File: src/rtl/spi_link_pkg.sv
// spi_link_pkg: shared constants and state type for the SPI pixel link receiver
package spi_link_pkg;
  localparam int DATA_WIDTH = 8;
  localparam int LINES = 4;
  localparam int NIBBLES = DATA_WIDTH / LINES;
  localparam int H_PIXELS = 160;
  localparam int V_PIXELS = 90;
  typedef enum logic {IDLE, SHIFT} rx_state_t;
endpackage

File: src/rtl/pin_synchronizer.sv
// pin_synchronizer: multi-stage flop chain bringing asynchronous pins into clk_in
module pin_synchronizer #(
  parameter int WIDTH = 1,
  parameter int STAGES = 2
) (
  input  logic             clk_in,
  input  logic             rst_in,
  input  logic [WIDTH-1:0] d_in,
  output logic [WIDTH-1:0] q_out
);
  logic [WIDTH-1:0] ff_q [STAGES];
  always_ff @(posedge clk_in) begin
    if (rst_in) begin
      for (int i = 0; i < STAGES; i++) ff_q[i] <= '0;
    end else begin
      ff_q[0] <= d_in;
      for (int i = 1; i < STAGES; i++) ff_q[i] <= ff_q[i-1];
    end
  end
  assign q_out = ff_q[STAGES-1];
endmodule

File: src/rtl/spi_receive_con.sv
// spi_receive_con: deserializes the 4-line SPI pixel link into pixels with coordinates
module spi_receive_con #(
  parameter int DATA_WIDTH = spi_link_pkg::DATA_WIDTH,
  parameter int LINES = spi_link_pkg::LINES,
  parameter int H_PIXELS = spi_link_pkg::H_PIXELS,
  parameter int V_PIXELS = spi_link_pkg::V_PIXELS,
  parameter int SYNC_STAGES = 2
) (
  input  logic                        clk_in,
  input  logic                        rst_in,
  input  logic                        chip_clk_in,
  input  logic                        chip_sel_in,
  input  logic [LINES-1:0]            chip_data_in,
  input  logic                        final_pixel_in,
  output logic                        pixel_valid_out,
  output logic [DATA_WIDTH-1:0]       pixel_data_out,
  output logic [$clog2(H_PIXELS)-1:0] hcount_out,
  output logic [$clog2(V_PIXELS)-1:0] vcount_out,
  output logic                        frame_done_out,
  output logic                        error_out
);
  import spi_link_pkg::*;
  localparam int NIB = DATA_WIDTH / LINES;
  localparam int CW = $clog2(NIB) + 1;
  localparam int HW = $clog2(H_PIXELS);
  localparam int VW = $clog2(V_PIXELS);
  localparam int SW = LINES + 3;
  logic [SW-1:0] s;
  logic clk_p_q, edge_q, cs_q, cs_p_q, last_q;
  logic [LINES-1:0] dat_q;
  rx_state_t state_q;
  logic [DATA_WIDTH-1:0] sr_q, sr_d;
  logic [CW-1:0] cnt_q, cnt_d;
  logic [HW-1:0] hc_q;
  logic [VW-1:0] vc_q;
  logic done, at_end, h_wrap;
  pin_synchronizer #(.WIDTH(SW), .STAGES(SYNC_STAGES)) u_sync (
    .clk_in(clk_in),
    .rst_in(rst_in),
    .d_in({chip_clk_in, chip_sel_in, final_pixel_in, chip_data_in}),
    .q_out(s)
  );
  // cs_p_q resets low so a chip select held low across reset never looks like a falling edge
  always_ff @(posedge clk_in) begin
    if (rst_in) begin
      clk_p_q <= 1'b0;
      edge_q <= 1'b0;
      cs_q <= 1'b0;
      cs_p_q <= 1'b0;
      last_q <= 1'b0;
      dat_q <= '0;
    end else begin
      clk_p_q <= s[SW-1];
      edge_q <= s[SW-1] & ~clk_p_q;
      cs_q <= s[SW-2];
      cs_p_q <= cs_q;
      last_q <= s[LINES];
      dat_q <= s[LINES-1:0];
    end
  end
  always_comb begin
    sr_d = DATA_WIDTH'({sr_q, dat_q});
    done = edge_q && cnt_q == CW'(NIB - 1);
    cnt_d = done ? '0 : edge_q ? cnt_q + CW'(1) : cnt_q;
    h_wrap = hc_q == HW'(H_PIXELS - 1);
    at_end = h_wrap && vc_q == VW'(V_PIXELS - 1);
  end
  always_ff @(posedge clk_in) begin
    if (rst_in) begin
      state_q <= IDLE;
      sr_q <= '0;
      cnt_q <= '0;
      hc_q <= '0;
      vc_q <= '0;
      pixel_valid_out <= 1'b0;
      pixel_data_out <= '0;
      hcount_out <= '0;
      vcount_out <= '0;
      frame_done_out <= 1'b0;
      error_out <= 1'b0;
    end else begin
      pixel_valid_out <= 1'b0;
      frame_done_out <= 1'b0;
      error_out <= 1'b0;
      if (state_q == IDLE) begin
        cnt_q <= '0;
        if (cs_p_q && !cs_q) state_q <= SHIFT;
      end else begin
        if (edge_q) sr_q <= sr_d;
        cnt_q <= cnt_d;
        if (done) begin
          pixel_valid_out <= 1'b1;
          pixel_data_out <= sr_d;
          hcount_out <= hc_q;
          vcount_out <= vc_q;
          if (last_q) begin
            frame_done_out <= 1'b1;
            error_out <= !at_end;
            hc_q <= '0;
            vc_q <= '0;
          end else begin
            error_out <= at_end;
            hc_q <= h_wrap ? '0 : hc_q + HW'(1);
            vc_q <= !h_wrap ? vc_q : vc_q == VW'(V_PIXELS - 1) ? '0 : vc_q + VW'(1);
          end
        end
        // an edge arriving with the cs rise is taken first; only a leftover partial pixel is an error
        if (cs_q) begin
          state_q <= IDLE;
          cnt_q <= '0;
        end
        if (cs_q && cnt_d != '0) error_out <= 1'b1;
      end
    end
  end
endmodule

File: config.mk
export PLATFORM = sky130hd
export DESIGN_NAME = spi_receive_con
export DESIGN_NICKNAME = d
export VERILOG_FILES = /design/src/rtl/spi_link_pkg.sv /design/src/rtl/pin_synchronizer.sv /design/src/rtl/spi_receive_con.sv
export SDC_FILE = /design/constraint.sdc
export NUM_CORES = 1
export LEC_CHECK = 0
export ABC_CLOCK_PERIOD_IN_PS = 1950
export CAP_MARGIN = 10
export CORE_MARGIN = 4
export CORE_UTILIZATION = 45
export CTS_BUF_LIST = sky130_fd_sc_hd__clkbuf_4 sky130_fd_sc_hd__clkbuf_8
export DETAILED_ROUTE_END_ITERATION = 7
export PLACE_DENSITY = 0.76
export SKIP_CTS_REPAIR_TIMING = 1
export SLEW_MARGIN = 20
export SYNTH_ARGS = -nofsm -noshare
export SYNTH_HDL_FRONTEND = slang
export SYNTH_SLANG_ARGS = --single-unit
File: constraint.sdc
create_clock -name clk_in -period 1.95 [get_ports clk_in]
set_input_delay 0.2925 -clock clk_in [delete_from_list [all_inputs] [get_ports clk_in]]
set_output_delay 0.2925 -clock clk_in [all_outputs]
set_load 0.02 [all_outputs]
## After elaboration in Yosys (flattened, before gate mapping)

Memory sizes are Yosys's and may differ from the RTL's.
Index checks and enable logic that the tools add are counted.

| word-level totals | value |
|---|---|
| output and inout port bits | 26 |
| input port bits | 9 |
| register bits | 57 |
| memories kept | 1 |
| word-level logic and storage cells | 64 |
| memory bits (writable) | 14 |

Memories:

| name | words | width | rd ports | clocked after memory_dff | write ports | line | text |
|---|---|---|---|---|---|---|---|
| u_sync.ff_q | 2 | 7 | 2 | 0 | 2 | pin_synchronizer.sv:11 | `logic [WIDTH-1:0] ff_q [STAGES];` |

| operators by class | value |
|---|---|
| reductions and logical operators | 14 |
| equality and inequality tests | 3 |
| add/sub/neg operators | 3 |
| bitwise gates (word level) | 6 |
| multiplexer cells | 20 |

Operator list:

| cell | count |
|---|---|
| 2-to-1 mux 7 bit | 5 |
| 2-to-1 mux 8 bit | 2 |
| 2-to-1 mux 1 bit | 11 |
| adder 8 x 1 -> 8 bit (second input constant) | 1 |
| == test 8 bit (second input constant) | 1 |
| adder 7 x 1 -> 7 bit (second input constant) | 1 |
| == test 7 bit (second input constant) | 1 |
| OR reduction 3 bit | 2 |
| logical AND 1 bit | 4 |
| 2-to-1 mux 2 bit | 2 |
| AND reduction 2 bit | 2 |
| nonzero test 2 bit | 2 |
| NOT 1 bit | 3 |
| AND reduction 3 bit | 1 |
| adder 2 x 1 -> 2 bit (second input constant) | 1 |
| == test 2 x 1 -> 1 bit (second input constant) | 1 |
| zero test 1 bit | 2 |
| OR 1 bit | 2 |
| OR reduction 2 bit | 1 |
| bitwise AND 1 bit | 1 |

## Logic depth before layout (Yosys ltp)

| depth | value |
|---|---|
| depth after elaboration | 6 |
| depth in mapped cells | 7 |
| mapped depth without buffers | 6 |

## By module

A second synthesis with hierarchy kept.

| second synthesis, totals | value |
|---|---|
| cell total of the unflattened synthesis | 288 |
| area, all modules | 2,670.1 um^2 |

Modules (own cells, without submodules):

| module | cells an instance | area each (um^2) | times used | seq. area each (um^2) |
|---|---|---|---|---|
| spi_receive_con | 252 | 2,209.6 | 1 | 1,141.1 |
| pin_synchronizer | 36 | 460.4 | 1 | 280.3 |

## Worst setup path before layout

No wires, ideal clock.

| timing path | value |
|---|---|
| path kind | reg-to-reg |
| start point | reg vc_q[1] |
| end point | reg vc_q[0] |
| arrival | 1.566 ns |
| cell stages (with the launch flop) | 7 |
| period minus slack after synthesis | 1.635 ns |
| library setup time | 0.069 ns |
| path slack | 0.315 ns |
| cell sequence | dfxtp_1 > inv_1 > ha_1 > and4bb_2 > a211oi_2 > or4b_1 > o21ai_1 |

| between the ends | value |
|---|---|
| cells in the longest elaborated chain, start to end | 4 |

RTL lines:

| element | line | text |
|---|---|---|
| from (decl) | spi_receive_con.sv:35 | `logic [VW-1:0] vc_q;` |
| from (signal assigned) | spi_receive_con.sv:104 | `vc_q <= !h_wrap ? vc_q : vc_q == VW'(V_PIXELS - 1) ? '0 : vc_q + VW'(1);` |
| == test 7 bit | spi_receive_con.sv:104 |  |
| 2-to-1 mux 7 bit (2 in series) | spi_receive_con.sv:104 |  |
| 2-to-1 mux 7 bit | spi_receive_con.sv:96 | `if (last_q) begin` |

Every way passes these cells. The select of a mux whose other input is x is not followed.
A chain may end at the register's enable or synchronous reset.

## Final worst setup path

| timing path | value |
|---|---|
| start point | reg hc_q[0] |
| end point | reg vc_q[3] |

| between the ends | value |
|---|---|
| cells in the longest elaborated chain, start to end | 3 |

RTL lines:

| element | line | text |
|---|---|---|
| from (decl) | spi_receive_con.sv:34 | `logic [HW-1:0] hc_q;` |
| from (signal assigned) | spi_receive_con.sv:103 | `hc_q <= h_wrap ? '0 : hc_q + HW'(1);` |
| == test 8 bit | spi_receive_con.sv:65 | `h_wrap = hc_q == HW'(H_PIXELS - 1);` |
| nonzero test 2 bit (no source line) | n/a |  |
| AND reduction 3 bit (no source line) | n/a |  |

Every way passes these cells.

==> metrics.txt <==
Final Cycle Share=0.9175; Final min period=around 1.8 ns; share of layout cells above drive strength 1=0.09907; Seq/Total Area, Yosys=0.5483; Worst Setup Start Kind=register; die area=0.007039 sq mm; top_reg_cell synth=dfxtp_1; Max H-tree Level=3; io pins=35; cell chain of the critical path=ha_1 > and4_4 > a21oi_2 > or4_1 > a21oi_1; total track usage=0.1472; Starting Density=0.4679; worst skew pair latency=0.34 ns; grt ovf=0; area share of the largest cell type after synthesis=0.5483; ANT cells=0; CTS Buf Count=9; drt total wl=4838 um; yosys synthesis warning count=0; nets=331; routability cong.=~0.75; clock-pin slew on the worst setup and hold paths=roughly 0.070 ns; Worst Max-Slew Pin Slew=0.4982 ns; port bufs=34; Area Overhead vs Synth=23.07%; VDD IR max=467.6 uV; Core ar.=approximately 0.0055 sq mm; Slew Limit Headroom=0.6679; antenna-violating nets left=0; initial antenna violation count=0; area leader, netlist=dfxtp_1; Mapped Avg Cell Area=approximately 9 sq um; post-synthesis instance area=0.002592 sq mm; Worst Skew=between 0.007 and 0.008 ns; maximum clock rate=roughly 0.56 GHz; Std-Cell Rows=27; register bit count reported by yosys=71; unrepaired setup endpoints after global routing=yes; most frequent cell after synthesis=dfxtp_1; DR iter-0 viols=120; PwrDens=slightly above 800 mW/mm^2; largest net degree at the start of global routing=40; drt pass-1 iters=4; fin. max-slew vios=0; Async SR Flop Fraction=0; Mapped Nets=294; setup TNS=0 ns; max cap viols=0; CP arrival=just over 2 ns; mean number of vias per cell=5.063; Die W=83.90 um; CP Class=register to register; CP Capture Type=register; Leak Pwr=1.142 nW; drt drc=0; status=complete, no violations; CP max stage cell=or4_1; Crit path largest cell delay=~0.5 ns; vias=2,000; Critical Path RT=about 2.2 ns; top cells by count, synth=dfxtp_1, nand2_1, a21oi_1; worst-case clock buffer depth=2; Fin. Hold Viols=0; WL per Instance=approximately 12 um; clock tree sinks=71; Die H=around 84 um; CP max FO=13; vias in the first global route=between 1,500 and 2,000; count of flip-flops with a built-in enable after synthesis=0; top cells by area, synth=dfxtp_1, a21oi_1, nor2b_1; CTS tree=built; Yosys cell types=39; Hold Crit Class=input port to register; Final setup viols=0; Root Buffer=clkbuf_8; Pwr Total=2.629 mW; dpl hpwl=approximately 3300 um; Synth Instances=281; first-pass GRT wire length=~8400 um
state kept, by name, indices dropped and copies added, names as in the netlist:
name / count
clk_p_q: 1
cnt_q: 2
cs_p_q: 1
cs_q: 1
dat_q: 4
edge_q: 1
error_out: 1
frame_done_out: 1
hc_q: 8
hcount_out: 8
last_q: 1
pixel_data_out: 8
pixel_valid_out: 1
sr_q: 4
state_q: 1
u_sync.ff_q: 14
vc_q: 7
vcount_out: 7
per-stage QoR:
stage          setup WS [ns]  utilization  hold WS (ns)  std cells  instance area, sq um
2_1_floorplan         0.3147            -        0.3674        281                  2592
3_3_place_gp          0.1937       0.5422        0.3764        379                  3004
3_5_place_dp          0.1079       0.5422        0.3892        379                  3004
4_1_cts              0.09393       0.5754        0.3243        395                  3188
5_1_grt            0.0004898       0.5759        0.3660        395                  3191
6_report              0.1608       0.5759        0.3459        395                  3191
where the power goes:
group | switching (mW) | internal (mW) | total, mW
clock network | 0.518 | 0.556 | 1.07
registers | 0.0107 | 1.47 | 1.48
logic | 0.0375 | 0.0353 | 0.0728
total | 0.567 | 2.06 | 2.63
path summary, 6_finish.rpt:
check / start / slack [ns] / end / depth (start not counted)
setup / recovery: hc_q[0] / 0.16 / vc_q[3] / 5
hold / removal: rst_in / 0.35 / hc_q[1] / 2
setup reg to reg: hc_q[0] / 0.16 / vc_q[3] / 5
hold reg to reg: clk_p_q / 0.39 / edge_q / 1
kinds of logic (layout without fill, tap and decap cells):
family          Yosys count  after routing  share of synthesized area
fa+ha+maj                 4              4                    0.01931
buf+inv                  23             65                    0.03716
compound gates           52             52                     0.1211
simple gates            124            124                     0.2505
xor+xnor                  7              7                    0.02365
flops                    71             71                     0.5483
critical path, delay by kind of cell (launching register included):
family	cells	cell delay (ns)
simple gates	2	0.77
compound gates	2	0.30
fa+ha+maj	1	0.23
flops	1	0.43
cells in the final DEF (no fill, tap or decap), types with 6 or more instances in the layout:
cell type	count
inv_1	8
nand2b_1	7
nor2_1	16
nand2_1	40
a21oi_1	32
buf_4	7
nand3_1	8
clkdlybuf4s50_1	33
clkbuf_8	11
dfxtp_1	71
nor2b_1	25
nand4_1	6
nor3_1	7
layer usage:
metal / track usage / share of wire
met1: 0.1648 / 0.46
met2: 0.2538 / 0.48
met3: 0.04442 / 0.045
met4: 0.07018 / 0.019
met5: 0 / 0
final cells by class:
type,instances,area [sq um]
clock buffers,13,166.4
clock inverters,3,17.52
fillers,484,2350
inverters,8,30.03
multi-input cells,187,1077
flip-flops and latches,71,1421
well taps,72,90.09
repair buffers,41,387.9
Note: power is estimated with default switching activity, not from simulation.
